==> config.mk <==
export PLATFORM = sky130hd
export DESIGN_NAME = ex_stage_flat
export DESIGN_NICKNAME = d
export VERILOG_FILES = /design/src/rtl/cpu_defs.sv /design/src/rtl/ex_stage_if.sv /design/src/rtl/div_iter.sv /design/src/rtl/ex_stage.sv /design/src/flat_wrapper.sv
export SDC_FILE = /design/constraint.sdc
export NUM_CORES = 1
export LEC_CHECK = 0
export CORE_ASPECT_RATIO = 1.2
export CORE_MARGIN = 2
export CORE_UTILIZATION = 49
export DETAILED_ROUTE_END_ITERATION = 10
export PLACE_DENSITY = 0.79
export SYNTH_ARGS = -nofsm -noshare
export SYNTH_HDL_FRONTEND = slang
export SYNTH_SLANG_ARGS = --single-unit
==> constraint.sdc <==
create_clock -name clk -period 4.61 [get_ports clk]
set_clock_uncertainty 0.05 [all_clocks]
set_input_delay 0.922 -clock clk [delete_from_list [all_inputs] [get_ports clk]]
set_output_delay 0.922 -clock clk [all_outputs]
set_load 0.05 [all_outputs]
==> src/rtl/cpu_defs.sv <==
// Shared definitions for the ex_stage slice: ALU op codes, pipeline bus
// widths, ID->EX bus field offsets and the divider state encoding.
package cpu_defs;

   localparam int ID2EX_BUS_W = 140;
   localparam int EX2ME_BUS_W = 71;
   localparam int DIV_ITER    = 32;

   // ID->EX bus field LSB positions
   localparam int ID_PC_LSB      = 108;
   localparam int ID_OP_LSB      = 104;
   localparam int ID_SRC1_LSB    = 72;
   localparam int ID_SRC2_LSB    = 40;
   localparam int ID_RKD_LSB     = 8;
   localparam int ID_MEM_WE_BIT  = 7;
   localparam int ID_RES_MEM_BIT = 6;
   localparam int ID_GR_WE_BIT   = 5;

   typedef enum logic [3:0] {
      ALU_OP_ADD  = 4'd0,  ALU_OP_SUB  = 4'd1,  ALU_OP_SLT  = 4'd2,  ALU_OP_SLTU = 4'd3,
      ALU_OP_AND  = 4'd4,  ALU_OP_OR   = 4'd5,  ALU_OP_NOR  = 4'd6,  ALU_OP_XOR  = 4'd7,
      ALU_OP_SLL  = 4'd8,  ALU_OP_SRL  = 4'd9,  ALU_OP_SRA  = 4'd10, ALU_OP_LUI  = 4'd11,
      ALU_OP_DIV  = 4'd12, ALU_OP_MOD  = 4'd13, ALU_OP_DIVU = 4'd14, ALU_OP_MODU = 4'd15
   } alu_op_e;

   typedef enum logic [1:0] {
      DIV_IDLE = 2'd0,
      DIV_BUSY = 2'd1,
      DIV_DONE = 2'd2
   } div_state_e;

   function automatic logic is_div_op(input alu_op_e op);
      return op[3:2] == 2'b11;
   endfunction

endpackage

==> src/rtl/ex_stage_if.sv <==
// Pipeline-side bundle of ex_stage: ID->EX handshake/bus, EX->ME
// handshake/bus, hazard taps and the data SRAM request.
// master: the execute stage itself.  slave: its environment (ID, ME, SRAM).
interface ex_stage_if;
   import cpu_defs::*;

   logic                   ID_to_EX_Valid;
   logic [ID2EX_BUS_W-1:0] ID_to_EX_Bus;
   logic                   EX_Allow_in;
   logic                   ME_Allow_in;
   logic                   EX_to_ME_Valid;
   logic [EX2ME_BUS_W-1:0] EX_to_ME_Bus;
   logic [4:0]             EX_dest;
   logic                   EX_is_load;
   logic                   data_sram_en;
   logic [3:0]             data_sram_we;
   logic [31:0]            data_sram_addr;
   logic [31:0]            data_sram_wdata;

   modport master (
      input  ID_to_EX_Valid, ID_to_EX_Bus, ME_Allow_in,
      output EX_Allow_in, EX_to_ME_Valid, EX_to_ME_Bus, EX_dest, EX_is_load,
             data_sram_en, data_sram_we, data_sram_addr, data_sram_wdata
   );

   modport slave (
      output ID_to_EX_Valid, ID_to_EX_Bus, ME_Allow_in,
      input  EX_Allow_in, EX_to_ME_Valid, EX_to_ME_Bus, EX_dest, EX_is_load,
             data_sram_en, data_sram_we, data_sram_addr, data_sram_wdata
   );

endinterface

==> src/rtl/div_iter.sv <==
// Iterative 32-bit restoring divider, one quotient bit per cycle.
// Only compiled when EX_DIV_EN is defined.
// Ports: clk, reset (async, active-low), start (level, sampled in IDLE),
//        signed_op, a (dividend), b (divisor), ack (result consumed),
//        busy, done, quotient, remainder (valid while done).
//
// state | meaning
// IDLE  | waiting for start; operands latched on start
// BUSY  | one restoring step per cycle, DIV_ITER steps
// DONE  | results held until ack
`ifdef EX_DIV_EN
module div_iter
   import cpu_defs::*;
(
   input  logic        clk,
   input  logic        reset,
   input  logic        start,
   input  logic        signed_op,
   input  logic [31:0] a,
   input  logic [31:0] b,
   input  logic        ack,
   output logic        busy,
   output logic        done,
   output logic [31:0] quotient,
   output logic [31:0] remainder
);

   div_state_e  state, state_nxt;
   logic [4:0]  count;
   logic [31:0] q_r, r_r, d_r;
   logic        q_neg, r_neg;
   logic [31:0] a_abs, b_abs;
   logic [32:0] r_shift;

   // -0x80000000 wraps to 0x80000000, which is the correct unsigned magnitude
   assign a_abs   = (signed_op && a[31]) ? -a : a;
   assign b_abs   = (signed_op && b[31]) ? -b : b;
   assign r_shift = {r_r, q_r[31]};

   always_ff @(posedge clk or negedge reset) begin
      if (!reset) state <= DIV_IDLE;
      else        state <= state_nxt;
   end

   always_comb begin
      state_nxt = state;
      unique case (state)
         DIV_IDLE: if (start) state_nxt = DIV_BUSY;
         DIV_BUSY: if (count == 5'(DIV_ITER - 1)) state_nxt = DIV_DONE;
         DIV_DONE: if (ack) state_nxt = DIV_IDLE;
         default:  state_nxt = DIV_IDLE;
      endcase
   end

   always_ff @(posedge clk or negedge reset) begin
      if (!reset) begin
         count <= 5'd0;
      end else if (state == DIV_IDLE && start) begin
         count <= 5'd0;
      end else if (state == DIV_BUSY) begin
         count <= count + 5'd1;
      end
   end

   always_ff @(posedge clk) begin
      if (state == DIV_IDLE && start) begin
         q_r   <= a_abs;
         r_r   <= 32'd0;
         d_r   <= b_abs;
         // divide-by-zero keeps the all-ones quotient unsigned-looking
         q_neg <= signed_op && (a[31] ^ b[31]) && (b != 32'd0);
         r_neg <= signed_op && a[31];
      end else if (state == DIV_BUSY) begin
         if (r_shift >= {1'b0, d_r}) begin
            r_r <= 32'(r_shift - {1'b0, d_r});
            q_r <= {q_r[30:0], 1'b1};
         end else begin
            r_r <= r_shift[31:0];
            q_r <= {q_r[30:0], 1'b0};
         end
      end
   end

   assign busy      = (state == DIV_BUSY);
   assign done      = (state == DIV_DONE);
   assign quotient  = q_neg ? -q_r : q_r;
   assign remainder = r_neg ? -r_r : r_r;

endmodule
`endif

==> src/rtl/ex_stage.sv <==
// Execute stage of the 5-stage LoongArch pipeline.  Latches the ID->EX bus,
// computes the ALU result, runs div/mod through div_iter (stalling the pipe),
// and issues the data SRAM request in the cycle the instruction moves to ME.
// Ports: clk, reset (async, active-low), bus (ex_stage_if.master: ID/ME
//        handshakes, ID->EX and EX->ME buses, hazard taps, SRAM request).
// Build option: EX_DIV_EN instantiates the divider; without it ops 12-15
//               return 0 and every op is single-cycle.
module ex_stage
   import cpu_defs::*;
(
   input  logic        clk,
   input  logic        reset,
   ex_stage_if.master  bus
);

   logic        ex_valid;
   logic [31:0] pc_r, src1_r, src2_r, rkd_r;
   alu_op_e     op_r;
   logic        mem_we_r, res_mem_r, gr_we_r;
   logic [4:0]  dest_r;
   logic        ready_go, fire;
   logic [31:0] alu_res, div_res;

   always_ff @(posedge clk or negedge reset) begin
      if (!reset)               ex_valid <= 1'b0;
      else if (bus.EX_Allow_in) ex_valid <= bus.ID_to_EX_Valid;
   end

   always_ff @(posedge clk) begin
      if (bus.ID_to_EX_Valid && bus.EX_Allow_in) begin
         pc_r      <= bus.ID_to_EX_Bus[ID_PC_LSB +: 32];
         op_r      <= alu_op_e'(bus.ID_to_EX_Bus[ID_OP_LSB +: 4]);
         src1_r    <= bus.ID_to_EX_Bus[ID_SRC1_LSB +: 32];
         src2_r    <= bus.ID_to_EX_Bus[ID_SRC2_LSB +: 32];
         rkd_r     <= bus.ID_to_EX_Bus[ID_RKD_LSB +: 32];
         mem_we_r  <= bus.ID_to_EX_Bus[ID_MEM_WE_BIT];
         res_mem_r <= bus.ID_to_EX_Bus[ID_RES_MEM_BIT];
         gr_we_r   <= bus.ID_to_EX_Bus[ID_GR_WE_BIT];
         dest_r    <= bus.ID_to_EX_Bus[4:0];
      end
   end

`ifdef EX_DIV_EN
   logic        is_div, div_busy, div_done;
   logic [31:0] div_quo, div_rem;

   assign is_div = is_div_op(op_r);

   div_iter u_div_iter (
      .clk       (clk),
      .reset     (reset),
      .start     (ex_valid && is_div),
      .signed_op (op_r == ALU_OP_DIV || op_r == ALU_OP_MOD),
      .a         (src1_r),
      .b         (src2_r),
      .ack       (fire),
      .busy      (div_busy),
      .done      (div_done),
      .quotient  (div_quo),
      .remainder (div_rem)
   );

   assign div_res  = (op_r == ALU_OP_MOD || op_r == ALU_OP_MODU) ? div_rem : div_quo;
   assign ready_go = !is_div || div_done;
`else
   assign div_res  = 32'd0;
   assign ready_go = 1'b1;
`endif

   always_comb begin
      alu_res = 32'd0;
      unique case (op_r)
         ALU_OP_ADD:  alu_res = src1_r + src2_r;
         ALU_OP_SUB:  alu_res = src1_r - src2_r;
         ALU_OP_SLT:  alu_res = {31'd0, $signed(src1_r) < $signed(src2_r)};
         ALU_OP_SLTU: alu_res = {31'd0, src1_r < src2_r};
         ALU_OP_AND:  alu_res = src1_r & src2_r;
         ALU_OP_OR:   alu_res = src1_r | src2_r;
         ALU_OP_NOR:  alu_res = ~(src1_r | src2_r);
         ALU_OP_XOR:  alu_res = src1_r ^ src2_r;
         ALU_OP_SLL:  alu_res = src1_r << src2_r[4:0];
         ALU_OP_SRL:  alu_res = src1_r >> src2_r[4:0];
         ALU_OP_SRA:  alu_res = $signed(src1_r) >>> src2_r[4:0];
         ALU_OP_LUI:  alu_res = src2_r;
         ALU_OP_DIV, ALU_OP_MOD, ALU_OP_DIVU, ALU_OP_MODU: alu_res = div_res;
         default:     alu_res = 32'd0;
      endcase
   end

   assign bus.EX_Allow_in    = !ex_valid || (ready_go && bus.ME_Allow_in);
   assign bus.EX_to_ME_Valid = ex_valid && ready_go;
   assign fire               = bus.EX_to_ME_Valid && bus.ME_Allow_in;

   // Data outputs are gated by ex_valid so a reset zeroes them at once even
   // though the latched fields themselves are not reset.
   assign bus.EX_to_ME_Bus    = ex_valid ? {pc_r, alu_res, res_mem_r, gr_we_r, dest_r} : '0;
   assign bus.EX_dest         = ex_valid ? dest_r : 5'd0;
   assign bus.EX_is_load      = ex_valid && res_mem_r;
   assign bus.data_sram_en    = fire && (mem_we_r || res_mem_r);
   assign bus.data_sram_we    = {4{fire && mem_we_r}};
   assign bus.data_sram_addr  = ex_valid ? alu_res : 32'd0;
   assign bus.data_sram_wdata = ex_valid ? rkd_r : 32'd0;

endmodule

==> src/flat_wrapper.sv <==
// flat-port wrapper written by rule: the top's interface ports become plain ports
module ex_stage_flat import cpu_defs::*;
  (clk, reset, bus_ID_to_EX_Valid, bus_ID_to_EX_Bus, bus_ME_Allow_in, bus_EX_Allow_in, bus_EX_to_ME_Valid, bus_EX_to_ME_Bus, bus_EX_dest, bus_EX_is_load, bus_data_sram_en, bus_data_sram_we, bus_data_sram_addr, bus_data_sram_wdata);
  ex_stage_if bus_i ();
  input  logic clk;
  input  logic reset;
  input wire logic [$bits(bus_i.ID_to_EX_Valid)-1:0] bus_ID_to_EX_Valid;
  input wire logic [$bits(bus_i.ID_to_EX_Bus)-1:0] bus_ID_to_EX_Bus;
  input wire logic [$bits(bus_i.ME_Allow_in)-1:0] bus_ME_Allow_in;
  output wire logic [$bits(bus_i.EX_Allow_in)-1:0] bus_EX_Allow_in;
  output wire logic [$bits(bus_i.EX_to_ME_Valid)-1:0] bus_EX_to_ME_Valid;
  output wire logic [$bits(bus_i.EX_to_ME_Bus)-1:0] bus_EX_to_ME_Bus;
  output wire logic [$bits(bus_i.EX_dest)-1:0] bus_EX_dest;
  output wire logic [$bits(bus_i.EX_is_load)-1:0] bus_EX_is_load;
  output wire logic [$bits(bus_i.data_sram_en)-1:0] bus_data_sram_en;
  output wire logic [$bits(bus_i.data_sram_we)-1:0] bus_data_sram_we;
  output wire logic [$bits(bus_i.data_sram_addr)-1:0] bus_data_sram_addr;
  output wire logic [$bits(bus_i.data_sram_wdata)-1:0] bus_data_sram_wdata;
  assign bus_i.ID_to_EX_Valid = bus_ID_to_EX_Valid;
  assign bus_i.ID_to_EX_Bus = bus_ID_to_EX_Bus;
  assign bus_i.ME_Allow_in = bus_ME_Allow_in;
  assign bus_EX_Allow_in = bus_i.EX_Allow_in;
  assign bus_EX_to_ME_Valid = bus_i.EX_to_ME_Valid;
  assign bus_EX_to_ME_Bus = bus_i.EX_to_ME_Bus;
  assign bus_EX_dest = bus_i.EX_dest;
  assign bus_EX_is_load = bus_i.EX_is_load;
  assign bus_data_sram_en = bus_i.data_sram_en;
  assign bus_data_sram_we = bus_i.data_sram_we;
  assign bus_data_sram_addr = bus_i.data_sram_addr;
  assign bus_data_sram_wdata = bus_i.data_sram_wdata;
  ex_stage u_core (.clk(clk), .reset(reset), .bus(bus_i));
endmodule
==> impl_results.md <==
- GRT met2 Usage: 66.12%
- Min cycle time layout: 4652 ps
- First-pass GRT wire length: 96.01 mm
- Sw frac: 40.20%
- Starting Density: 49.72%
- DR vias/cell: 6.666
- Avg Cell Area, Syn: 9.017 um^2
- # diodes: 0
- Top_reg_cell synth: edfxtp_1
- Hpwl dp: 49.37 mm
- Initial DRT Pass Iterations: 8
- Clock root cell: clkbuf_16
- Final ANT Viol Nets: 0
- Main area contributors after synthesis: edfxtp_1 (29%), ha_1 (8.3%), mux4_2 (7.5%)
- Clock network power share: 24.7%
- Clk slew on worst S/H paths: 70 ps
- Yosys top cell area share: 28.64%
- Crit start category: register
- I/O pins: 292
- Wirelength per Cell: 27.89 um
- Final GP Congestion: 1.062
- Cells after Synth: 1628
- Post-synth EDFFs: 140
- Leak: 7.981 nW
- Post-synth top area cell: edfxtp_1
- Initial antenna violation count: 1
- Die Height: 193.6 um
- Total track usage: 40.86%
- Crit path DAT: 3680 ps
- Final setup fails: 8
- Internal power: 0.003270 W
- Largest net degree at the start of global routing: 66
- Cts hold-fix bufs: 0
- FFs w/ async S/R, synth: 0.7092%
- Failing checks: negative setup slack
- Final design utilization: 70.13%
- CTS max path bufs: 2
- Area growth from synthesis to layout: 41.06%
- Max VDD drop: 251.1 uV
- CP Class: reg -> out
- Slew margin rel.: 51.18%
- RSZ-0062 raised after global routing: yes
- Iter 0 DRT Violations: 2280
- Logic pwr share: 46.9%
- CTS tree: built
- Outcome: finished, violations left
- Post-Route WL: 65.66 mm
- Commonest non-fill, non-tap cell in the layout: clkdlybuf4s50_1
- Worst setup EP type: output pin
- Mapped cell area: 14680 um^2
- Min-Delay Path Class: in -> async
- Pins Over Slew Limit: 0
- Share of layout cells above drive strength 1: 24.64%
- Worst skew pair latency: 440 ps
- Flop pwr share: 28.3%
- Measured slew at the worst slew-check pin: 728.4 ps
- Worst setup margin: -42.33 ps
- GRT Residual Overflow: 0
- Core area: 29530 um^2
- CTS Sinks: 141
- Warnings from Yosys: 0
- Seq/Total Area, Yosys: 28.81%
- Top Usage Layer GRT: met2
- Vias after detailed routing: 15690
- Pwr per Cell Area: 264.1 nW/um^2
- Fillers: 2225
- Die Span X: 162.0 um
- DIE AREA: 31370 um^2
- Crit share post-route: 100.9%
- WP data required: 3640 ps
- CTS Buf Count: 17
- Grt met3 use: 9.326%
- Yosys reg bits: 141
- Hold Vio Cnt, Final: 0
- Vias in the first global route: 15410
- # Max-Cap Violations: 0
- Buffers on Ports: 291
- Synth unique cells: 88
- NetSw: 0.002198 W
- Crit-path max FO: 4
- Synthesized Nets: 1871
- Setup_tns: -243.6 ps
- Commonest cells after routing, fill and taps aside: clkdlybuf4s50_1 (227), buf_4 (163), edfxtp_1 (140)
- # H-tree levels: 4
- Nets: 2194
- Rows: 69
- # DRC: 0
- Fmax achieved: 214.9 MHz
- Met1 Use GR: 51.03%
==> Yosys cell counts, types with 7 or more instances <==
library cell and number:
a211oi_1 23, clkbuf_1 76, ha_1 97, xor2_1 9
mux4_2 49, mux2_2 17, o211ai_1 29, a21oi_1 122
and2_1 79, and3_1 15, a22oi_1 20, nand4_1 9
o221ai_1 20, o21a_1 11, mux2i_1 44, a21boi_0 7
nand2b_1 15, nand2_1 109, or3_1 13, nor2b_1 18
o31ai_1 14, buf_1 9, a21o_1 17, o21bai_1 10
a221oi_1 29, or2_2 8, buf_4 48, inv_1 100
a2111oi_0 10, buf_2 26, a31oi_1 18, nor3_1 38
o21ai_0 69, nand3_1 30, o2111ai_1 8, nor2_1 125
xnor2_1 32, nor4_1 9, edfxtp_1 140
==> per-stage QoR <==
step	worst slack, ps	area [um^2]	instances	power, W	hold WS [ps]
after floorplan	-146.3	14890	1628	0.002988	576.4
after global placement	167.8	19160	2280	0.003914	809.3
after detailed placement	134.3	19160	2280	0.003933	788.8
after CTS	-31.17	20150	2329	0.005356	542.1
after global routing	-173.9	20710	2354	0.005636	554.4
final	-42.33	20710	2354	0.005468	564.5
==> metal layers <==
layer  share of wire, %  up-vias
met5              0.017        -
met4                6.9        2
met3                 11      279
met2                 46     1213
met1                 36     7481
li1                   -     6717
==> state kept, by name, summed over array words and instances, names as in the netlist <==
name and cells:
u_core.pc_r 32, u_core.src2_r 32, u_core.op_r 4, u_core.gr_we_r 1
u_core.dest_r 5, u_core.res_mem_r 1, u_core.src1_r 32, u_core.rkd_r 32
u_core.bus.EX_to_ME_Valid 1, u_core.mem_we_r 1
==> power groups by stage <==
| stage | clock network (W) | registers (W) | logic (W) |
|---|---|---|---|
| floorplan | 0 | 0.00157 | 0.00142 |
| global placement | 0 | 0.00157 | 0.00234 |
| detailed placement | 0 | 0.00158 | 0.00236 |
| CTS | 0.00137 | 0.00155 | 0.00243 |
| global route | 0.00142 | 0.00155 | 0.00266 |
| finish | 0.00135 | 0.00155 | 0.00257 |
==> worst max-delay path: stages (launching register included) <==
cell and delay (ps):
edfxtp_1 420, buf_6 150, ha_2 200, fa_2 370
a211oi_2 200, o21a_1 210, buf_4 130, a211oi_2 70
o311ai_2 270, buf_4 180, a21oi_4 90, o221ai_2 230
mux2i_2 120, a221oi_4 400, buf_12 180
==> worst paths after layout <==
kind	start	to	slack (ps)	depth (start not counted)
worst min register to register	u_core.bus.EX_to_ME_Valid$_DFFE_PN0N_	u_core.bus.EX_to_ME_Valid$_DFFE_PN0N_	810	2
worst max register to register	u_core.bus.EX_to_ME_Valid$_DFFE_PN0N_	u_core.src1_r[16]$_DFFE_PP_	2510	3
worst min-delay path	reset	u_core.bus.EX_to_ME_Valid$_DFFE_PN0N_	560	1
worst max-delay path	u_core.src1_r[0]$_DFFE_PP_	bus_data_sram_addr[28]	-40	14
max in group asynchronous	reset	u_core.bus.EX_to_ME_Valid$_DFFE_PN0N_	3840	1
min in group clk	u_core.bus.EX_to_ME_Valid$_DFFE_PN0N_	u_core.bus.EX_to_ME_Valid$_DFFE_PN0N_	810	2
==> final cells by class <==
| type | instances | area [um^2] | share of cell area, % |
|---|---|---|---|
| clock buffers | 17 | 425.4 | 2.054 |
| clock inverters | 15 | 133.9 | 0.6465 |
| inverters | 103 | 390.4 | 1.885 |
| multi-input cells | 1219 | 9953 | 48.07 |
| flip-flops and latches | 141 | 4230 | 20.43 |
| well taps | 390 | 488.0 | 2.356 |
| repair buffers | 469 | 5086 | 24.56 |
==> timing repair <==
item                       4_1_cts  5_1_grt
hold endpoints to repair         0        0
gates resized for setup         60       78
setup endpoints to repair       44       42
gates cloned                     2        1
pin swaps                       20       31
setup buffers                   15       24
==> cells by family (layout without fill, tap and decap cells) <==
family,count (synthesis),count (layout),share of synthesized area (%)
multiplexers,114,114,12.54
buffers and inverters,268,604,8.540
flip-flops,141,141,28.81
adder cells (fa/ha/maj),99,99,8.540
AND/OR/NAND/NOR,486,486,16.44
AO/OA/AOI/OAI,479,479,22.69
XOR/XNOR,41,41,2.446
No activity file was read; power rests on OpenSTA's default activity.
